$ cat config.mk
export PLATFORM = sky130hd
export DESIGN_NAME = video_timing_gen
export DESIGN_NICKNAME = d
export VERILOG_FILES = /design/src/rtl/video_timing_gen.sv
export SDC_FILE = /design/constraint.sdc
export NUM_CORES = 1
export LEC_CHECK = 0
export ABC_AREA = 1
export CAP_MARGIN = 5
export CORE_MARGIN = 1.5
export CORE_UTILIZATION = 55
export DETAILED_ROUTE_END_ITERATION = 8
export PLACE_DENSITY_LB_ADDON = 0.3
export SYNTH_ARGS = -nofsm -noshare
export SYNTH_HDL_FRONTEND = slang
export SYNTH_SLANG_ARGS = --single-unit
export TNS_END_PERCENT = 50
$ cat constraint.sdc
create_clock -name clk -period 2.2 [get_ports clk]
set_input_delay 0.33 -clock clk [delete_from_list [all_inputs] [get_ports clk]]
set_output_delay 0.33 -clock clk [all_outputs]
set_load 0.01 [all_outputs]
$ cat src/rtl/video_timing_gen.sv
// Raster timing generator: pixel enable, blanking, sync, field and raster position.
// Every output is a register that updates on the pixel-divider wrap edge, so all flags stay coherent.
module video_timing_gen #(
  parameter int unsigned H_ACTIVE = 320,
  parameter int unsigned H_FP     = 16,
  parameter int unsigned H_SYNC   = 32,
  parameter int unsigned H_BP     = 58,
  parameter int unsigned V_ACTIVE = 240,
  parameter int unsigned V_FP     = 3,
  parameter int unsigned V_SYNC   = 3,
  parameter int unsigned V_BP     = 16,
  parameter int unsigned CE_DIV   = 4,
  parameter bit          HS_POL   = 1'b1,
  parameter bit          VS_POL   = 1'b1,
  localparam int unsigned H_TOTAL = H_ACTIVE + H_FP + H_SYNC + H_BP,
  localparam int unsigned V_TOTAL = V_ACTIVE + V_FP + V_SYNC + V_BP,
  localparam int unsigned HW      = $clog2(H_TOTAL),
  localparam int unsigned VW      = $clog2(V_TOTAL + 1)
) (
  input  logic          clk,
  input  logic          reset_n,
  input  logic          interlace_en,
  output logic          ce_pix,
  output logic [HW-1:0] hcount,
  output logic [VW-1:0] vcount,
  output logic          h_blank,
  output logic          v_blank,
  output logic          h_sync,
  output logic          v_sync,
  output logic          field,
  output logic          interlaced,
  output logic          frame_start
);

  localparam int unsigned DW  = $clog2(CE_DIV);
  localparam int unsigned HXW = HW + 1;
  localparam int unsigned VS0 = V_ACTIVE + V_FP;

  localparam logic [DW-1:0]  DIV_LAST   = DW'(CE_DIV - 1);
  localparam logic [HW-1:0]  H_LAST     = HW'(H_TOTAL - 1);
  // Horizontal thresholds carry one spare bit so a sync ending at H_TOTAL still fits
  localparam logic [HXW-1:0] H_HALF     = HXW'(H_TOTAL / 2);
  localparam logic [HXW-1:0] HB_START   = HXW'(H_ACTIVE);
  localparam logic [HXW-1:0] HS_START   = HXW'(H_ACTIVE + H_FP);
  localparam logic [HXW-1:0] HS_END     = HXW'(H_ACTIVE + H_FP + H_SYNC);
  localparam logic [VW-1:0]  V_LAST     = VW'(V_TOTAL - 1);
  localparam logic [VW-1:0]  V_LAST_ODD = VW'(V_TOTAL);
  localparam logic [VW-1:0]  VB_START   = VW'(V_ACTIVE);
  localparam logic [VW-1:0]  VS_START   = VW'(VS0);
  localparam logic [VW-1:0]  VS_END     = VW'(VS0 + V_SYNC);

  // Encoding is {interlaced, field} so the outputs come straight off the state bits
  typedef enum logic [1:0] {
    MODE_PROG = 2'b00,
    MODE_EVEN = 2'b10,
    MODE_ODD  = 2'b11
  } mode_e;

  mode_e         mode_q, mode_d;
  logic [DW-1:0] div_q, div_d;
  logic          run_q, run_d;
  logic [HW-1:0] h_q, h_d;
  logic [VW-1:0] v_q, v_d;
  logic          ce_q, ce_d;
  logic          fs_q, fs_d;
  logic          hb_q, hb_d;
  logic          vb_q, vb_d;
  logic          hs_q, hs_d;
  logic          vs_q, vs_d;

  logic           wrap;
  logic           eol;
  logic           eof;
  logic [VW-1:0]  lt_last;
  logic [HXW-1:0] h_ext;
  logic           hs_act;
  logic           vs_nom;
  logic           vs_odd;
  logic           vs_act;

  // State register
  always_ff @(posedge clk or negedge reset_n) begin
    if (!reset_n) begin
      mode_q <= MODE_PROG;
      div_q  <= '0;
      run_q  <= 1'b0;
      h_q    <= '0;
      v_q    <= '0;
      ce_q   <= 1'b0;
      fs_q   <= 1'b0;
      hb_q   <= 1'b1;
      vb_q   <= 1'b1;
      hs_q   <= ~HS_POL;
      vs_q   <= ~VS_POL;
    end else begin
      mode_q <= mode_d;
      div_q  <= div_d;
      run_q  <= run_d;
      h_q    <= h_d;
      v_q    <= v_d;
      ce_q   <= ce_d;
      fs_q   <= fs_d;
      hb_q   <= hb_d;
      vb_q   <= vb_d;
      hs_q   <= hs_d;
      vs_q   <= vs_d;
    end
  end

  // Next-state: divider, raster advance, field/mode update and decoded flags
  always_comb begin
    mode_d  = mode_q;
    div_d   = div_q;
    run_d   = run_q;
    h_d     = h_q;
    v_d     = v_q;
    ce_d    = 1'b0;
    fs_d    = 1'b0;
    hb_d    = hb_q;
    vb_d    = vb_q;
    hs_d    = hs_q;
    vs_d    = vs_q;
    h_ext   = '0;
    hs_act  = 1'b0;
    vs_nom  = 1'b0;
    vs_odd  = 1'b0;
    vs_act  = 1'b0;

    wrap    = (div_q == DIV_LAST);
    lt_last = (mode_q == MODE_ODD) ? V_LAST_ODD : V_LAST;
    eol     = (h_q == H_LAST);
    eof     = eol && (v_q == lt_last);

    div_d = wrap ? '0 : div_q + 1'b1;

    if (wrap) begin
      ce_d  = 1'b1;
      run_d = 1'b1;
      // The first wrap after reset presents (0,0) rather than advancing past it
      if (run_q) begin
        if (eol) begin
          h_d = '0;
          v_d = eof ? '0 : v_q + 1'b1;
        end else begin
          h_d = h_q + 1'b1;
        end
        if (eof) begin
          if (interlace_en) begin
            mode_d = (mode_q == MODE_ODD) ? MODE_EVEN : MODE_ODD;
          end else begin
            mode_d = MODE_PROG;
          end
        end
      end

      h_ext  = {1'b0, h_d};
      hb_d   = (h_ext >= HB_START);
      vb_d   = (v_d >= VB_START);
      hs_act = (h_ext >= HS_START) && (h_ext < HS_END);
      vs_nom = (v_d >= VS_START) && (v_d < VS_END);
      // Odd interlaced field: sync edges move to mid-line
      vs_odd = ((v_d > VS_START) || ((v_d == VS_START) && (h_ext >= H_HALF))) &&
               ((v_d < VS_END)   || ((v_d == VS_END)   && (h_ext <  H_HALF)));
      vs_act = (mode_d == MODE_ODD) ? vs_odd : vs_nom;
      hs_d   = HS_POL ? hs_act : ~hs_act;
      vs_d   = VS_POL ? vs_act : ~vs_act;
      fs_d   = (h_d == '0) && (v_d == '0);
    end
  end

  assign ce_pix      = ce_q;
  assign hcount      = h_q;
  assign vcount      = v_q;
  assign h_blank     = hb_q;
  assign v_blank     = vb_q;
  assign h_sync      = hs_q;
  assign v_sync      = vs_q;
  assign field       = mode_q[0];
  assign interlaced  = mode_q[1];
  assign frame_start = fs_q;

endmodule

# Word level (Yosys, flattened, before mapping)

Index checks and enable logic that the tools add are counted.

Muxes and demuxes: 17
Equal/unequal tests: 7
$lt $le $gt $ge: 9
Shifts and indexed selects: 0
Bitwise gates (word level): 0
Multiply operators: 0
Add/subtract/negate cells: 3
Divide/modulo/power cells: 0
Reduce and logical (&&, ||, !) cells: 11

Operators with widths:

| cell                                                                  | count |
|---|---|
| 9-bit two-way mux                                                     | 7 |
| 9-bit by 8-bit >= comparator with 1-bit output, second input constant | 3 |
| 9-bit by 1-bit adder with 9-bit output, second input constant         | 2 |
| 9-bit by 8-bit equality test with 1-bit output, second input constant | 2 |
| 9-bit >= comparator, second input constant                            | 2 |
| 9-bit zero test                                                       | 2 |
| 9-bit by 8-bit < comparator with 1-bit output, second input constant  | 2 |
| 2-bit two-way mux                                                     | 6 |
| 9-bit equality test                                                   | 1 |
| 9-bit equality test, second input constant                            | 1 |
| 9-bit by 8-bit > comparator with 1-bit output, second input constant  | 1 |
| 9-bit < comparator, second input constant                             | 1 |
| 1-bit logical AND                                                     | 7 |
| 2-bit equality test, second input constant                            | 3 |
| 1-bit two-way mux                                                     | 4 |
| 2-bit by 1-bit adder with 2-bit output, second input constant         | 1 |
| 1-bit logical OR                                                      | 2 |

Bits in latches: 0
Output and inout port bits: 26
Word-level logic and storage cells: 58
Memories: 0
Memory bits (writable): 0
Register bits after elaboration: 29
Bits of input ports: 3
Bits in read-only memories: 0

# Logic depth before layout (Yosys ltp)

Depth in word-level cells: 13
Mapped depth: 19

# Worst setup path before layout

OpenSTA, ideal clock, no wires.

Kind: reg2reg
Start point: reg h_q[1], in the netlist hcount[1]
End point: reg vs_q, in the netlist v_sync
Arrival time: 1852 ps
Setup slack: 230 ps
Required time: 2082 ps
Buffers on the path: 0
Cell stages (with the launch flop): 18
Setup time: 118 ps
Cells stage by stage: dfrtp_1 > inv_1 > ha_1 > nand2_1 > nor2_2 > nand3_4 > inv_2 > nand3_1 > nand2_1 > nand2_1 > nor2_1 > nand2_1 > nor2_1 > nand2_1 > nand2_1 > nand2_1 > nand2_1 > nor2_2

Longest elaborated chain between the ends: 11
Elaborated cells on any way between the ends: 28

Ends and longest elaborated chain:

| item                                                                            | line | text |
|---|---|---|
| from (decl)                                                                     | 62   | `logic [HW-1:0] h_q, h_d;` |
| from (signal assigned)                                                          | 87   | `h_q <= '0;` |
| from (signal assigned)                                                          | 99   | `h_q <= h_d;` |
| branches (longest 10 deep; another with 9-bit by 1-bit adder with 9-bit output) | -    |  |
| 1-bit two-way mux *                                                             | 164  | `vs_act = (mode_d == MODE_ODD) ? vs_odd : vs_nom;` |
| to (signal assigned)                                                            | 94   | `vs_q <= ~VS_POL;` |
| to (signal assigned)                                                            | 106  | `vs_q <= vs_d;` |
| to (decl)                                                                       | 69   | `logic vs_q, vs_d;` |

Every way passes the cells marked *. The select of a mux whose other input is x is not followed.
A chain may end at the register's enable or synchronous reset.

# Final worst setup path

Same ends and word-level chain as after synthesis.

==> reports/summary.json <==
{
  "firstDrtPassIters": 5,
  "synth.cells.most_frequent": "nand2_1 (94), nor2_1 (38), inv_1 (33)",
  "grt_pass1_vias": 1950,
  "synth-edff-count": 0,
  "clock_latency_ns": 0.28,
  "ys_types": 29,
  "grt_start_max_net_pins": 30,
  "core_area_sq_um": 3440,
  "post_cts_hold_buffer_count": 0,
  "synth_largest_type_area_fraction_pct": 33.3,
  "p_int_w": 0.000820,
  "p_clk_share_pct": 47.1,
  "power_w": 0.00104,
  "floorplan.io_pins": 29,
  "timing.critical_path.required_ns": 2.41,
  "route.antenna.remaining_nets": 0,
  "outcome": "finished clean",
  "detailroute.via_count": 2236,
  "initial_cell_density_of_the_core_pct": 59.0,
  "final_wirelength_microns": 5570,
  "max-vdd-ir-drop_mv": 0.359,
  "rsz0062_at_grt": "true",
  "insertedDiodeCount": 0,
  "initial_antenna_violation_count": 0,
  "hold_path.class": "reg2reg",
  "worst-endpoint-arrival_ns": 2.38,
  "buffer_ports.inserted": 28,
  "route.detailed.drc": 0,
  "synthDominantAreaCellType": "dfrtp_1",
  "areaGrowthSynthToFinish_pct": 31.8,
  "setup_tns_ns": 0,
  "cp-end-kind": "flop",
  "setup_violations": 0,
  "maxCapViolations": 0,
  "hold_path_startpoint": "div_q[0]",
  "p_sw_w": 0.000217,
  "skew_ns": 0.00621,
  "timing.fmax_mhz": 461,
  "cts.path.max_buffers": 2,
  "combinationalPowerShare_pct": 1.5,
  "synth_cells": 303,
  "final_layout_size_suffix_gt1_share_pct": 22.2,
  "async_flop_share_pct": 100,
  "overflow": 0,
  "fin_crit_sh_pct": 98.7,
  "hold_path_depth": 1,
  "yosys_warnings": 0,
  "vias_per_cell": 5.56,
  "critPathLaunch": "hcount[1]",
  "track_usage_pct": 27.4,
  "layout.core_utilization_pct": 77.8,
  "place_inst": 386,
  "finalHoldWorstSlack_ns": 0.429,
  "timing.reg2reg.worst_path_depth": 15,
  "cts.sinks": 29,
  "cts_htree_levels": 2,
  "chipHeight_microns": 63.8,
  "synthFlopType": "dfrtp_1",
  "post-dp-hpwl_microns": 3940,
  "core.rowCount": 21,
  "post_synth_instance_area_sq_um": 2030,
  "netSwitchingFraction_pct": 20.9,
  "gp_congestion": 0.920,
  "p_per_area_nw_per_um2": 387,
  "timing_max_transition_violations_final": 0,
  "worst-slew-pin-transition_ns": 0.365,
  "yosysMostFrequentCell": "nand2_1",
  "critical_path_peak_fanout": 6,
  "cts_tree": "done",
  "syn_avg_cell_area_sq_um": 6.71,
  "worstSetupPathType": "reg2reg",
  "worst_r2r_startpoint": "hcount[1]",
  "part_of_the_total_power_dissipated_in_sequential_elements_pct": 51.4,
  "cts_inserted_buffers": 5,
  "drt_first_iter_violations": 189,
  "clk_pin_slew_worst_paths_ns": 0.07,
  "postSynthNetCount": 310,
  "maxSlewHeadroom_pct": 75.4,
  "fin_nets": 362,
  "synth_sequential_area_ratio_pct": 35.8,
  "report.final.hold_viol_count": 0,
  "start_kind": "flop",
  "synth.top_cells.by_area": "dfrtp_1 (33%), nand2_1 (17%), nor2_1 (7.0%), inv_1 (6.1%), o21ai_0 (5.7%)",
  "layoutNonFillerInstCount": 402,
  "final.min_clock_period_ns": 2.17,
  "cts_root_buf": "clkbuf_8",
  "grt_first_pass_wirelength_microns": 8790,
  "fp.dieW_microns": 63.8,
  "static_leakage_nw": 1.28,
  "detail_route.wl_per_cell_microns": 13.8,
  "synth.ff_latch_count": 29,
  "floorplan.die_area_sq_um": 4070
}
## power by group through the flow
stage	combinational (W)	sequential [W]	clock, W
2_1_floorplan	0.000000000639	0.000543	0
3_3_place_gp	0.0000156	0.000543	0
3_5_place_dp	0.0000160	0.000543	0
4_1_cts	0.0000159	0.000533	0.000493
5_1_grt	0.0000177	0.000533	0.000516
6_report	0.0000151	0.000533	0.000489
## cell families after synthesis
| kind of cell | after synthesis | synth area share (%) |
|---|---|---|
| simple gates | 191 | 43.2 |
| buf+inv | 43 | 8.50 |
| compound gates | 35 | 9.61 |
| flops | 29 | 35.8 |
| fa+ha+maj | 4 | 2.46 |
| xor+xnor | 1 | 0.431 |
## routing by layer
layer  routed length, microns  global-route usage (%)
met5                        0                       0
met4                       69                    6.25
met3                      474                    3.17
met2                     2680                    45.4
met1                     2350                    38.5
## final timing paths
kind / to / slack (ns)
worst min register to register: div_q[0] / 0.43
worst max register to register: v_sync / 0.03
max in group asynchronous: h_blank / 1.43
worst max-delay path: v_sync / 0.03
worst min-delay path: div_q[0] / 0.43
min in group asynchronous: hcount[0] / 0.44
## cell type report
cell class              count  area, sq um
repair buffers             51          453
well taps                  46         57.6
clock buffers               7         96.3
clock inverters             1         5.00
multi-input cells         231         1200
flip-flops and latches     29          728
inverters                  37          139
fillers                   255          763
## per-stage QoR
step | instance area (sq um) | setup WS (ns)
final | 2680 | 0.0291
after global routing | 2680 | -0.103
after CTS | 2550 | 0.0425
after detailed placement | 2450 | 0.0543
after global placement | 2450 | 0.110
after floorplan | 2030 | 0.230
## registers in the layout, indices dropped and copies added, names as in the netlist
| name | flops |
|---|---|
| hcount | 9 |
| vcount | 9 |
| div_q | 2 |
| mode_q | 2 |
| ce_pix | 1 |
| frame_start | 1 |
| h_blank | 1 |
| h_sync | 1 |
| run_q | 1 |
| v_blank | 1 |
| v_sync | 1 |
## repair_timing
action	CTS	global route
setup endpoints to repair	0	2
buffers inserted	0	8
gates resized for setup	0	23
## critical path, cell delays in order (launching register included)
cell	delay (ns)
dfrtp_1	0.38
inv_1	0.06
ha_2	0.18
nand2_4	0.06
inv_2	0.06
nand2_2	0.06
nor2_4	0.22
nand4_1	0.23
buf_4	0.22
nand3_1	0.15
nand3_1	0.12
nor2_1	0.10
nand2_1	0.06
nand2_1	0.07
nor2_2	0.04
nor2_2	0.10
## cell usage in the layout (no fill, tap or decap), types with 2 or more instances in the layout
master / instances
nor2_4: 6
nand3_2: 2
nor2_1: 35
dfrtp_1: 27
nor3_1: 2
dfstp_2: 2
inv_1: 31
o21ai_2: 2
a21oi_1: 6
nand4_1: 11
nand2_1: 86
buf_4: 23
inv_2: 6
nand3_4: 2
ha_1: 3
nand2_2: 14
nor2_2: 10
nand3_1: 19
clkbuf_8: 7
o21ai_0: 21
clkdlybuf4s50_1: 28
No activity file was read; power rests on OpenSTA's default activity.
